==> config.mk <==
export PLATFORM = sky130hd
export DESIGN_NAME = core_mul_sched_flat
export DESIGN_NICKNAME = d
export VERILOG_FILES = /design/src/rtl/core_mul_sched_pkg.sv /design/src/rtl/core_mul_sched_if.sv /design/src/rtl/core_mul_sched_rr_arb2.sv /design/src/rtl/core_mul_sched.sv /design/src/flat_wrapper.sv
export SDC_FILE = /design/constraint.sdc
export NUM_CORES = 1
export LEC_CHECK = 0
export ABC_AREA = 1
export CAP_MARGIN = 20
export CELL_PAD_IN_SITES_DETAIL_PLACEMENT = 0
export CELL_PAD_IN_SITES_GLOBAL_PLACEMENT = 1
export CORE_AREA = 2 2 208 210
export DETAILED_ROUTE_END_ITERATION = 6
export DIE_AREA = 0 0 210 212
export GPL_ROUTABILITY_DRIVEN = 1
export HOLD_SLACK_MARGIN = 0.12
export PLACE_DENSITY_LB_ADDON = 0.1
export SYNTH_ARGS = -nofsm -noshare
export SYNTH_HDL_FRONTEND = slang
export SYNTH_SLANG_ARGS = --single-unit
==> constraint.sdc <==
create_clock -name clk -period 4.1 [get_ports clk]
set_clock_uncertainty 0.2 [all_clocks]
set_input_delay 1.23 -clock clk [delete_from_list [all_inputs] [get_ports clk]]
set_output_delay 1.23 -clock clk [all_outputs]
set_load 0.005 [all_outputs]
==> src/rtl/core_mul_sched_pkg.sv <==
// Shared core micro-architecture types for the multiply scheduler.
//   word_t        : datapath word
//   mul_op        : operands and mode bits for one multiply request
//   sched_state_e : scheduler FSM state
package core_mul_sched_pkg;

    localparam int WORD_W = 32;

    typedef logic [WORD_W-1:0] word_t;

    typedef struct packed {
        word_t a;
        word_t b;
        word_t c_hi;
        word_t c_lo;
        logic  long_mul;
        logic  add;
        logic  sig;
    } mul_op;

    typedef enum logic [1:0] {
        IDLE  = 2'd0,
        ISSUE = 2'd1,
        BUSY  = 2'd2,
        DRAIN = 2'd3
    } sched_state_e;

    localparam logic LANE_A = 1'b0;
    localparam logic LANE_B = 1'b1;

endpackage

==> src/rtl/core_mul_sched_if.sv <==
// Bus between the issue lanes, the scheduler and the shared core_mul.
//   Lane side : req_*/op_* in, gnt_*/done_* out, q_hi/q_lo result, flush, busy
//   Mul side  : mul_* operands, start_mul out; mul_ready, mul_q_hi/lo in
// slave  : the scheduler view
// master : the dispatch / core_mul view
interface core_mul_sched_if;
    import core_mul_sched_pkg::*;

    logic  req_a, req_b;
    mul_op op_a, op_b;
    logic  gnt_a, gnt_b;
    logic  done_a, done_b;
    word_t q_hi, q_lo;
    logic  flush;
    logic  busy;
    word_t mul_a, mul_b, mul_c_hi, mul_c_lo;
    logic  mul_long, mul_add, mul_signed;
    logic  start_mul;
    logic  mul_ready;
    word_t mul_q_hi, mul_q_lo;

    modport slave (
        input  req_a, req_b, op_a, op_b, flush, mul_ready, mul_q_hi, mul_q_lo,
        output gnt_a, gnt_b, done_a, done_b, q_hi, q_lo, busy,
               mul_a, mul_b, mul_c_hi, mul_c_lo, mul_long, mul_add, mul_signed,
               start_mul
    );

    modport master (
        output req_a, req_b, op_a, op_b, flush, mul_ready, mul_q_hi, mul_q_lo,
        input  gnt_a, gnt_b, done_a, done_b, q_hi, q_lo, busy,
               mul_a, mul_b, mul_c_hi, mul_c_lo, mul_long, mul_add, mul_signed,
               start_mul
    );

endinterface

==> src/rtl/core_mul_sched_rr_arb2.sv <==
// Two-request arbiter with a last-grant pointer.
//   clk, rst_n     : clock, async active-low reset
//   en             : grant allowed this cycle
//   req_a, req_b   : requests
//   gnt_a, gnt_b   : one-hot (or zero) combinational grant
// FAIR=1 alternates on contention; FAIR=0 always favours A.
module core_rr_arb2 #(
    parameter bit FAIR = 1'b1
) (
    input  logic clk,
    input  logic rst_n,
    input  logic en,
    input  logic req_a,
    input  logic req_b,
    output logic gnt_a,
    output logic gnt_b
);

    // 1: lane B was granted last. Reset value makes A win the first tie.
    logic last_b_q, last_b_d;

    always_comb begin
        gnt_a = 1'b0;
        gnt_b = 1'b0;
        if (en) begin
            if (req_a && req_b) begin
                if (FAIR && !last_b_q) gnt_b = 1'b1;
                else                   gnt_a = 1'b1;
            end else begin
                gnt_a = req_a;
                gnt_b = req_b;
            end
        end
    end

    always_comb begin
        last_b_d = last_b_q;
        if (gnt_a)      last_b_d = 1'b0;
        else if (gnt_b) last_b_d = 1'b1;
    end

    always_ff @(posedge clk or negedge rst_n) begin
        if (!rst_n) last_b_q <= 1'b1;
        else        last_b_q <= last_b_d;
    end

endmodule

==> src/rtl/core_mul_sched.sv <==
// Schedules multiply requests from two issue lanes onto one shared core_mul.
//   clk, rst_n : clock, async active-low reset (core_mul shares this reset)
//   bus        : lane handshakes, result, flush/busy and core_mul drive
// Flow: IDLE -(grant)-> ISSUE (start_mul) -> BUSY -(mul_ready)-> IDLE (done).
// A flush diverts ISSUE/BUSY to DRAIN, which swallows the result.
module core_mul_sched
    import core_mul_sched_pkg::*;
#(
    parameter bit FAIR = 1'b1
) (
    input  logic              clk,
    input  logic              rst_n,
    core_mul_sched_if.slave   bus
);

    sched_state_e state_q, state_d;
    mul_op        op_q, op_d;
    logic         owner_q, owner_d;
    word_t        q_hi_q, q_hi_d, q_lo_q, q_lo_d;
    logic         done_a_q, done_a_d, done_b_q, done_b_d;
    logic         start_q, start_d;
    logic         busy_q, busy_d;

    logic arb_en, gnt_a, gnt_b;

    // rst_n gates the grant so nothing is accepted while reset is held.
    assign arb_en = (state_q == IDLE) && !bus.flush && rst_n;

    core_rr_arb2 #(.FAIR(FAIR)) u_arb (
        .clk   (clk),
        .rst_n (rst_n),
        .en    (arb_en),
        .req_a (bus.req_a),
        .req_b (bus.req_b),
        .gnt_a (gnt_a),
        .gnt_b (gnt_b)
    );

    always_comb begin
        state_d  = state_q;
        op_d     = op_q;
        owner_d  = owner_q;
        q_hi_d   = q_hi_q;
        q_lo_d   = q_lo_q;
        done_a_d = 1'b0;
        done_b_d = 1'b0;
        start_d  = 1'b0;
        case (state_q)
            IDLE: begin
                // mul_ready is meaningless here and deliberately ignored.
                if (gnt_a || gnt_b) begin
                    op_d    = gnt_a ? bus.op_a : bus.op_b;
                    owner_d = gnt_a ? LANE_A : LANE_B;
                    start_d = 1'b1;
                    state_d = ISSUE;
                end
            end
            ISSUE: state_d = bus.flush ? DRAIN : BUSY;
            BUSY: begin
                if (bus.mul_ready) begin
                    state_d = IDLE;
                    if (!bus.flush) begin
                        q_hi_d   = bus.mul_q_hi;
                        q_lo_d   = bus.mul_q_lo;
                        done_a_d = (owner_q == LANE_A);
                        done_b_d = (owner_q == LANE_B);
                    end
                end else if (bus.flush) begin
                    state_d = DRAIN;
                end
            end
            DRAIN: if (bus.mul_ready) state_d = IDLE;
            default: state_d = IDLE;
        endcase
        busy_d = (state_d != IDLE);
    end

    always_ff @(posedge clk or negedge rst_n) begin
        if (!rst_n) begin
            state_q  <= IDLE;
            op_q     <= '0;
            owner_q  <= LANE_A;
            q_hi_q   <= '0;
            q_lo_q   <= '0;
            done_a_q <= 1'b0;
            done_b_q <= 1'b0;
            start_q  <= 1'b0;
            busy_q   <= 1'b0;
        end else begin
            state_q  <= state_d;
            op_q     <= op_d;
            owner_q  <= owner_d;
            q_hi_q   <= q_hi_d;
            q_lo_q   <= q_lo_d;
            done_a_q <= done_a_d;
            done_b_q <= done_b_d;
            start_q  <= start_d;
            busy_q   <= busy_d;
        end
    end

    assign bus.gnt_a      = gnt_a;
    assign bus.gnt_b      = gnt_b;
    assign bus.done_a     = done_a_q;
    assign bus.done_b     = done_b_q;
    assign bus.q_hi       = q_hi_q;
    assign bus.q_lo       = q_lo_q;
    assign bus.busy       = busy_q;
    assign bus.start_mul  = start_q;
    // Operands stay on the core_mul inputs until the next grant reloads them.
    assign bus.mul_a      = op_q.a;
    assign bus.mul_b      = op_q.b;
    assign bus.mul_c_hi   = op_q.c_hi;
    assign bus.mul_c_lo   = op_q.c_lo;
    assign bus.mul_long   = op_q.long_mul;
    assign bus.mul_add    = op_q.add;
    assign bus.mul_signed = op_q.sig;

endmodule
==> src/flat_wrapper.sv <==
// flat-port wrapper written by rule: the top's interface ports become plain ports
module core_mul_sched_flat import core_mul_sched_pkg::*;
#(
    parameter bit FAIR = 1'b1
)
  (clk, rst_n, bus_req_a, bus_req_b, bus_op_a, bus_op_b, bus_flush, bus_mul_ready, bus_mul_q_hi, bus_mul_q_lo, bus_gnt_a, bus_gnt_b, bus_done_a, bus_done_b, bus_q_hi, bus_q_lo, bus_busy, bus_mul_a, bus_mul_b, bus_mul_c_hi, bus_mul_c_lo, bus_mul_long, bus_mul_add, bus_mul_signed, bus_start_mul);
  core_mul_sched_if bus_i ();
  input  logic clk;
  input  logic rst_n;
  input wire logic [$bits(bus_i.req_a)-1:0] bus_req_a;
  input wire logic [$bits(bus_i.req_b)-1:0] bus_req_b;
  input wire logic [$bits(bus_i.op_a)-1:0] bus_op_a;
  input wire logic [$bits(bus_i.op_b)-1:0] bus_op_b;
  input wire logic [$bits(bus_i.flush)-1:0] bus_flush;
  input wire logic [$bits(bus_i.mul_ready)-1:0] bus_mul_ready;
  input wire logic [$bits(bus_i.mul_q_hi)-1:0] bus_mul_q_hi;
  input wire logic [$bits(bus_i.mul_q_lo)-1:0] bus_mul_q_lo;
  output wire logic [$bits(bus_i.gnt_a)-1:0] bus_gnt_a;
  output wire logic [$bits(bus_i.gnt_b)-1:0] bus_gnt_b;
  output wire logic [$bits(bus_i.done_a)-1:0] bus_done_a;
  output wire logic [$bits(bus_i.done_b)-1:0] bus_done_b;
  output wire logic [$bits(bus_i.q_hi)-1:0] bus_q_hi;
  output wire logic [$bits(bus_i.q_lo)-1:0] bus_q_lo;
  output wire logic [$bits(bus_i.busy)-1:0] bus_busy;
  output wire logic [$bits(bus_i.mul_a)-1:0] bus_mul_a;
  output wire logic [$bits(bus_i.mul_b)-1:0] bus_mul_b;
  output wire logic [$bits(bus_i.mul_c_hi)-1:0] bus_mul_c_hi;
  output wire logic [$bits(bus_i.mul_c_lo)-1:0] bus_mul_c_lo;
  output wire logic [$bits(bus_i.mul_long)-1:0] bus_mul_long;
  output wire logic [$bits(bus_i.mul_add)-1:0] bus_mul_add;
  output wire logic [$bits(bus_i.mul_signed)-1:0] bus_mul_signed;
  output wire logic [$bits(bus_i.start_mul)-1:0] bus_start_mul;
  assign bus_i.req_a = bus_req_a;
  assign bus_i.req_b = bus_req_b;
  assign bus_i.op_a = bus_op_a;
  assign bus_i.op_b = bus_op_b;
  assign bus_i.flush = bus_flush;
  assign bus_i.mul_ready = bus_mul_ready;
  assign bus_i.mul_q_hi = bus_mul_q_hi;
  assign bus_i.mul_q_lo = bus_mul_q_lo;
  assign bus_gnt_a = bus_i.gnt_a;
  assign bus_gnt_b = bus_i.gnt_b;
  assign bus_done_a = bus_i.done_a;
  assign bus_done_b = bus_i.done_b;
  assign bus_q_hi = bus_i.q_hi;
  assign bus_q_lo = bus_i.q_lo;
  assign bus_busy = bus_i.busy;
  assign bus_mul_a = bus_i.mul_a;
  assign bus_mul_b = bus_i.mul_b;
  assign bus_mul_c_hi = bus_i.mul_c_hi;
  assign bus_mul_c_lo = bus_i.mul_c_lo;
  assign bus_mul_long = bus_i.mul_long;
  assign bus_mul_add = bus_i.mul_add;
  assign bus_mul_signed = bus_i.mul_signed;
  assign bus_start_mul = bus_i.start_mul;
  core_mul_sched #(.FAIR(FAIR)) u_core (.clk(clk), .rst_n(rst_n), .bus(bus_i));
endmodule
# --- Yosys cells after proc, flatten, opt, wreduce, memory -nomap -nowiden ---
# Cells that the tools add are included.
word_totals:
  regBits: 203
  out_inout_bits: 201
op_classes:
  bitwise_logic: 2
  reduce_logical: 10
  n_eq_ne: 3
  muxes: 24
ops:
  columns: ["operator", "n"]
  rows:
  - ["$mux W131", 1]
  - ["$mux W1", 18]
  - ["$mux W2", 4]
  - ["$pmux W2 S4", 1]
  - ["$eq A2 B2 Y1 const B", 2]
  - ["$reduce_bool A2 Y1", 2]
  - ["$logic_and A1 B1 Y1", 3]
  - ["$reduce_and A3 Y1", 1]
  - ["$eq A2 B1 Y1 const B", 1]
  - ["$logic_not A2 Y1", 1]
  - ["$not A1 Y1", 2]
  - ["$reduce_and A2 Y1", 1]
  - ["$logic_not A1 Y1", 1]
  - ["$logic_or A1 B1 Y1", 1]

# --- Longest topological paths before layout ---
# Gate-level depths: netlist (run 1).
depth:
  ltp_word: 8
  mapped_depth: 9

# --- Modules after synthesis ---
# Synthesis (run 1) repeated with hierarchy kept, for this count alone.
hier_totals:
  cells_unflattened: 1287
  hier_area_um2: 9467.8
by_module_without_submodules:
  columns: ["module", "instances", "cells_each", "area_per_inst_um2", "seq_area_each_um2"]
  rows:
  - ["core_mul_sched", 1, 1275, 9394.0, 5054.8]
  - ["core_rr_arb2", 1, 12, 73.8, 26.3]

# --- Least setup slack after synthesis (run 1) ---
# No wires, ideal clock.
synth_path:
  kind: "in2out"
  start: "input port bus_flush"
  end: "output port bus_gnt_a"
  required_ps: 2670
  t_arrival_ps: 1955
  n_path_buf: 2
  setup_slack_ps: 715
  cell_stages: 7
  path_cell_list: "inv_2 -> nand2_1 -> nor2_4 -> nand2_1 -> buf_2 -> buf_2 -> inv_1"
synth_via:
  elab_chain_cells: 4
synth_rtl:
  columns: ["item", "line", "rtl"]
  rows:
  - ["from (decl)", "flat_wrapper.sv:14", "input wire logic [$bits(bus_i.flush)-1:0] bus_flush;"]
  - ["$logic_not A1 Y1", "core_mul_sched.sv:27", "assign arb_en = (state_q == IDLE) && !bus.flush && rst_n;"]
  - ["$logic_and A1 B1 Y1 (2 in series)", "core_mul_sched.sv:27", null]
  - ["$mux W1", "core_mul_sched_rr_arb2.sv:25", "if (en) begin"]
  - ["to (decl)", "flat_wrapper.sv:18", "output wire logic [$bits(bus_i.gnt_a)-1:0] bus_gnt_a;"]
# Every way passes these cells.

# --- Worst setup path in the final report (run 1) ---
layout_path:
  start: "input port bus_flush"
  end: "output port bus_gnt_b"
layout_via:
  elab_chain_cells: 4
layout_rtl:
  columns: ["item", "line", "rtl"]
  rows:
  - ["$logic_not A1 Y1", "core_mul_sched.sv:27", null]
  - ["$logic_and A1 B1 Y1 (2 in series)", "core_mul_sched.sv:27", null]
  - ["$mux W1", "core_mul_sched_rr_arb2.sv:25", null]
  - ["to (decl)", "flat_wrapper.sv:19", "output wire logic [$bits(bus_i.gnt_b)-1:0] bus_gnt_b;"]
# Every way passes these cells.

==> impl_metrics.csv, run 1 <==
group,metric,value,unit
status,status,"completed",
pwr,p_leak,8.88,nW
yosys,synth_area,10500,sq um
setup_path,end_kind,"output pin",
place,post-dp-hpwl,30.7,mm
layout,drive_gt1_frac,0.0419,
cts,clkTransAtPathRegs,0.06,ns
layout,design_area,17200,sq um
cts,numCtsBuffers,27,
sta,maxSlewViolCount,0,
sta,setup_viol,0,
route,avgRoutedWirePerCell,18.2,um
grt,grt_overflow,0,
sta,holdWs,0.203,ns
setup_path,cp_cell_sequence,"clkdlybuf4s50_1 -> inv_2 -> nand2_1 -> nor2_4 -> buf_4 -> nand3_4 -> inv_1 -> dlygate4sd2_1",
cts,clk_path_buf_depth,3,
setup_path,slowest_stage,"clkdlybuf4s50_1",
layout,stdcell_count,2508,
floorplanning,core_area,42500,sq um
grt,grt_use_total,0.198,
sta,setup_ws,0.186,ns
floorplanning,start_util,0.246,
cts,cts_max_level,1,
setup_path,worstSetupPathType,"in -> out",
cts,cts_hold_buffers,0,
yosys,ys_types,18,
place,post-place-cells,2451,
yosys,synth.largest_area_cell,"dfrtp_1",
route,remaining_drc_errors,0,
setup_path,rr_startpoint,"u_core.u_arb.last_b_q",
pwr,fin_total_pwr,9.85,mW
min_path,hp-class,"reg -> reg",
min_path,hold_start,"u_core.owner_q",
cts,cts-root-buf,"clkbuf_16",
route,vias,11100,
layout,final_util,0.404,
sta,final.period_utilization,0.955,
place,placed_cell_area,16300,sq um
floorplanning,num_rows,76,
cts,cts.sinks,203,
route,drt_wl_total,45.6,mm
yosys,synth_area_per_cell,7.19,sq um
floorplanning,io_pins,533,
setup_path,cp_max_fo,2,
yosys,yosysSeqAreaShare,0.486,
pwr,powerDensity,574,nW/um^2
place,port_buffers,532,
flow_run,drv_cap,0,
sta,clock.fmax,256,MHz
place,gp_congestion,0.789,
route,postRouteAntennaNets,0,
place,place_ws,-0.140,ns
cts,cts_tree,"yes",
yosys,ys_seq_elements,203,
layout,fin_nets,2269,
setup_path,required,2.67,ns
sta,tightest_slew,1.03,ns
sta,period_needed,3.91,ns
floorplanning,die_area,44500,sq um
pwr,ir_drop,218,uV
setup_path,startpoint,"bus_flush",
sta,rsz0062_at_grt,"no",
layout,area_growth,64.1,%
yosys,synth_cells,1455,
yosys,yosysTopAreaCellShare,0.483,
floorplanning,die_y,212,um
yosys,ys_warn_count,0,
route,vias_per_cell,4.44,
floorplanning,die_w,210,um
setup_path,start_kind,"input pin",
grt,grt_max_degree,127,
sta,max-slew-margin-rel,0.316,
layout,final_cell_mix,"clkdlybuf4s50_1, nand3_1, nand2_1, inv_1, dfrtp_1",
grt,antenna_found_initial,6,
grt,grt_pass1_wl,68.4,mm
route,drtPass1Iterations,5,
sta,fin_setup_tns,0,ns
yosys,syn-num-nets,1787,
route,first_iter_violations,675,
grt,grt_pass1_vias,10900,
cts,clock_latency,0.56,ns
layout,final_common_cell,"clkdlybuf4s50_1",
setup_path,worstPathArrival,2.48,ns
setup_path,cpPeakStageDelay,0.44,ns
yosys,yosys-top-cells-area,"dfrtp_1, nand3_1, nand2_1",
sta,finalHoldViolCount,0,
==> worst max-delay path: cells and delay by family <==
family / cells / cell delay (ns)
and+or+nand+nor: 3 / 0.26
buffers and inverters: 5 / 0.99
==> path summary, 6_finish.rpt <==
path                                          endpoint  slack [ns]  depth (start not counted)
min in group asynchronous            u_core.state_q[1]        0.70                          2
worst max-delay path                         bus_gnt_b        0.19                          8
max in group asynchronous       u_core.bus.mul_c_hi[6]        1.44                          3
worst max register to register     u_core.bus.mul_b[3]        1.07                          7
worst min-delay path                 u_core.bus.done_a        0.20                          1
worst min register to register       u_core.bus.done_a        0.20                          1
==> repair_timing <==
| item | in CTS | in global routing |
|---|---|---|
| endpoints found under the setup margin | 2 | 1 |
| setup buffers | 2 | 0 |
| resized for setup | 1 | 1 |
| pin swaps | 1 | 0 |
==> synth_stat cells (all sizes together) <==
cell type,number
nand3,458
nand2,400
inv,272
dfrtp,202
buf,62
clkbuf,44
nor2,9
a21oi,4
dfstp,1
o21ai,1
o21bai,1
or2,1
==> kinds of logic after synthesis <==
| kind of cell | Yosys count | share of synthesized area |
|---|---|---|
| buffers and inverters | 378 | 0.143 |
| flip-flops | 203 | 0.486 |
| AO/OA/AOI/OAI | 6 | 0.00383 |
| AND/OR/NAND/NOR | 868 | 0.368 |
==> cell type report <==
| class | count | area, sq um |
|---|---|---|
| sequential | 203 | 5080 |
| antenna | 5 | 12.5 |
| multi-input combinational | 874 | 3930 |
| inverter | 272 | 1020 |
| tap | 546 | 683 |
| clock buffer | 37 | 743 |
| clock inverter | 12 | 92.6 |
| timing repair buffer | 559 | 5610 |
| fill | 4500 | 25300 |
==> layer usage <==
metal	wire, um	part of all wire	track usage	up-vias
met1	18900	0.42	0.246	5246
li1	-	-	-	5463
met3	4100	0.090	0.0662	56
met5	13	0.00029	0	-
met4	1040	0.023	0.0653	2
met2	21500	0.47	0.325	374
==> where the power goes <==
group	switching, mW	internal, mW
sequential	0.489	2.90
combinational	1.88	2.31
clock	0.953	1.33
==> sequential cells by signal (all words and copies together) (netlist names), 2 cells and up <==
| signal | cells |
|---|---|
| u_core.bus.q_hi | 32 |
| u_core.bus.mul_c_hi | 32 |
| u_core.bus.mul_a | 32 |
| u_core.bus.q_lo | 32 |
| u_core.state_q | 2 |
| u_core.bus.mul_b | 32 |
| u_core.bus.mul_c_lo | 32 |
Power figures use the tool's default switching activity.
==> inputs of run 2 (changes only) <==
CORE_AREA = 2 2 204 206   (was 2 2 208 210)
DIE_AREA = 0 0 206 208   (was 0 0 210 212)
SYNTH_HIERARCHICAL = 1   (was default)
==> run 2 against run 1 <==
Against the previous run: utilization fell by 0.26 points; register-to-register slack improved by 0.37 ns; critical path depth fell by 1; clock power barely moved; first-iteration DRC count fell by 40%; area after synthesis fell by 9.5%; critical endpoint unchanged.
==> impl_metrics.csv, run 2 <==
group,metric,value,unit
status,status,"completed",
cts,clk_path_buf_depth,3,
cts,cts-root-buf,"clkbuf_16",
cts,clkTransAtPathRegs,0.05,ns
floorplanning,core_area,40600,sq um
layout,area_growth,71.9,%
sta,rsz0062_at_grt,"no",
pwr,powerDensity,604,nW/um^2
yosys,synth_most_common_cell,"nand2_1",
sta,holdWs,0.255,ns
place,port_buffers,532,
route,postRouteAntennaNets,0,
route,drtPass1Iterations,4,
layout,fin_nets,2125,
yosys,synth.largest_area_cell,"dfrtp_1",
yosys,yosysTopAreaCellShare,0.534,
sta,setup_viol,0,
sta,tightest_slew,0.916,ns
cts,numCtsBuffers,26,
floorplanning,num_rows,74,
floorplanning,die_area,42800,sq um
grt,antenna_found_initial,5,
yosys,yosysSeqAreaShare,0.537,
yosys,async_reset_ff_frac,1.00,
yosys,synth_area_per_cell,7.36,sq um
route,drt_wl_total,38.0,mm
setup_path,required,2.67,ns
grt,grt_overflow,0,
pwr,fin_total_pwr,9.83,mW
flow_run,drv_cap,0,
layout,final_cell_mix,"nand2_1, clkdlybuf4s50_1, dfrtp_1, inv_1, o21ai_0",
yosys,syn-num-nets,1619,
layout,final_common_cell,"nand2_1",
pwr,p_leak,7.90,nW
yosys,synth_area,9470,sq um
yosys,yosys-top-cells-area,"dfrtp_1, nand2_1, o21ai_0",
floorplanning,io_pins,533,
yosys,synth_edf_count,0,
route,avgRoutedWirePerCell,16.2,um
sta,max-slew-margin-rel,0.389,
sta,clock.fmax,259,MHz
yosys,ys_seq_elements,203,
setup_path,worstSetupPathType,"in -> out",
route,remaining_drc_errors,0,
floorplanning,die_w,206,um
pwr,ir_drop,224,uV
place,gp_congestion,0.774,
yosys,ys_types,15,
sta,finalHoldViolCount,0,
yosys,ys_warn_count,6,
min_path,hp-class,"reg -> reg",
setup_path,worstPathArrival,2.43,ns
setup_path,end_kind,"output pin",
grt,grt_pass1_vias,9271,
cts,cts_max_level,1,
yosys,synth-main-ff-cell,"dfrtp_1",
route,vias_per_cell,3.99,
sta,maxSlewViolCount,0,
yosys,yosys-top-cells-count,"nand2_1, dfrtp_1, inv_1",
route,vias,9380,
cts,clock_latency,0.52,ns
cts,cts.sinks,203,
floorplanning,start_util,0.233,
grt,grt_use_total,0.172,
yosys,synth_cells,1287,
route,first_iter_violations,404,
grt,grt_pass1_wl,56.4,mm
sta,final.period_utilization,0.940,
cts,cts_hold_buffers,0,
grt,grt_max_degree,135,
sta,period_needed,3.86,ns
place,post-dp-hpwl,28.4,mm
floorplanning,die_y,208,um
setup_path,cp_max_fo,2,
layout,drive_gt1_frac,0.0359,
setup_path,start_kind,"input pin",
cts,cts_tree,"yes",
cts,cts_setup_buffers,0,
## run 2: cell types whose count changed after synthesis, moves of 3 or more
cell,change
inv_1,-68
o21ai_0,+196
buf_2,-17
buf_1,-3
nand3_1,-454
nand2_1,+197
clkbuf_1,-14
## run 2: cells by family (layout without fill, tap and decap cells)
family / after synthesis / in the layout / share of synthesized area
and+or+nand+nor: 609 / 609 / 0.243
buffers and inverters: 276 / 802 / 0.115
other: 0 / 3 / 0
DFF: 203 / 203 / 0.537
AOI/OAI and AO/OA: 199 / 199 / 0.106
## run 2: worst paths after layout
path                                    from                 endpoint  slack, ns  cells past startpoint
setup / recovery                   bus_flush                bus_gnt_b       0.24                      7
hold / removal                u_core/owner_q        u_core/bus.done_a       0.25                      1
setup reg to reg           u_core/state_q[1]  u_core/bus.mul_c_hi[17]       1.44                     14
hold reg to reg               u_core/owner_q        u_core/bus.done_a       0.25                      1
max in group asynchronous              rst_n      u_core/bus.mul_b[7]       1.56                      3
min in group asynchronous              rst_n      u_core/bus.mul_a[3]       0.73                      2
## run 2: worst max-delay path: stages
cell and delay (ns):
clkdlybuf4s50_1 0.42, inv_1 0.07, nand2_1 0.08, nor2_2 0.14, nand2_1 0.08, a21oi_1 0.15, dlygate4sd2_1 0.26
## run 2: power by group
group | internal, mW | switching [mW]
Combinational | 2.38 | 1.66
Clock | 1.40 | 0.888
Sequential | 2.98 | 0.523
## run 2: per-layer routing
metal | GRT usage | up-vias | wire [um]
met2 | 0.305 | 314 | 18700
met4 | 0.0298 | 4 | 373
met3 | 0.0663 | 37 | 3970
met5 | 0 | - | 24
li1 | - | 4850 | -
met1 | 0.196 | 4175 | 14900
## run 2: repair_timing
| action | 4_1_cts | 5_1_grt |
|---|---|---|
| resized for setup | 2 | 1 |
| setup endpoints to repair | 2 | 1 |
| pin swaps | 0 | 2 |
## run 2: through the flow
stage	setup WS, ns	util	cell area (sq um)	setup TNS, ns	std cells
2_1_floorplan	0.964	-	9470	0	1287
3_3_place_gp	-0.0134	0.379	15400	-0.0200	2296
3_5_place_dp	-0.0144	0.379	15400	-0.0144	2296
4_1_cts	0.0253	0.400	16200	0	2344
5_1_grt	0.170	0.401	16300	0	2347
6_report	0.245	0.401	16300	0	2348
## run 2: layout make-up
class | count | area [sq um]
fill | 4300 | 24300
timing repair buffer | 549 | 5570
sequential | 203 | 5080
multi-input combinational | 808 | 3320
clock buffer | 45 | 813
inverter | 205 | 777
tap | 532 | 666
clock inverter | 3 | 43.8
antenna | 3 | 7.51
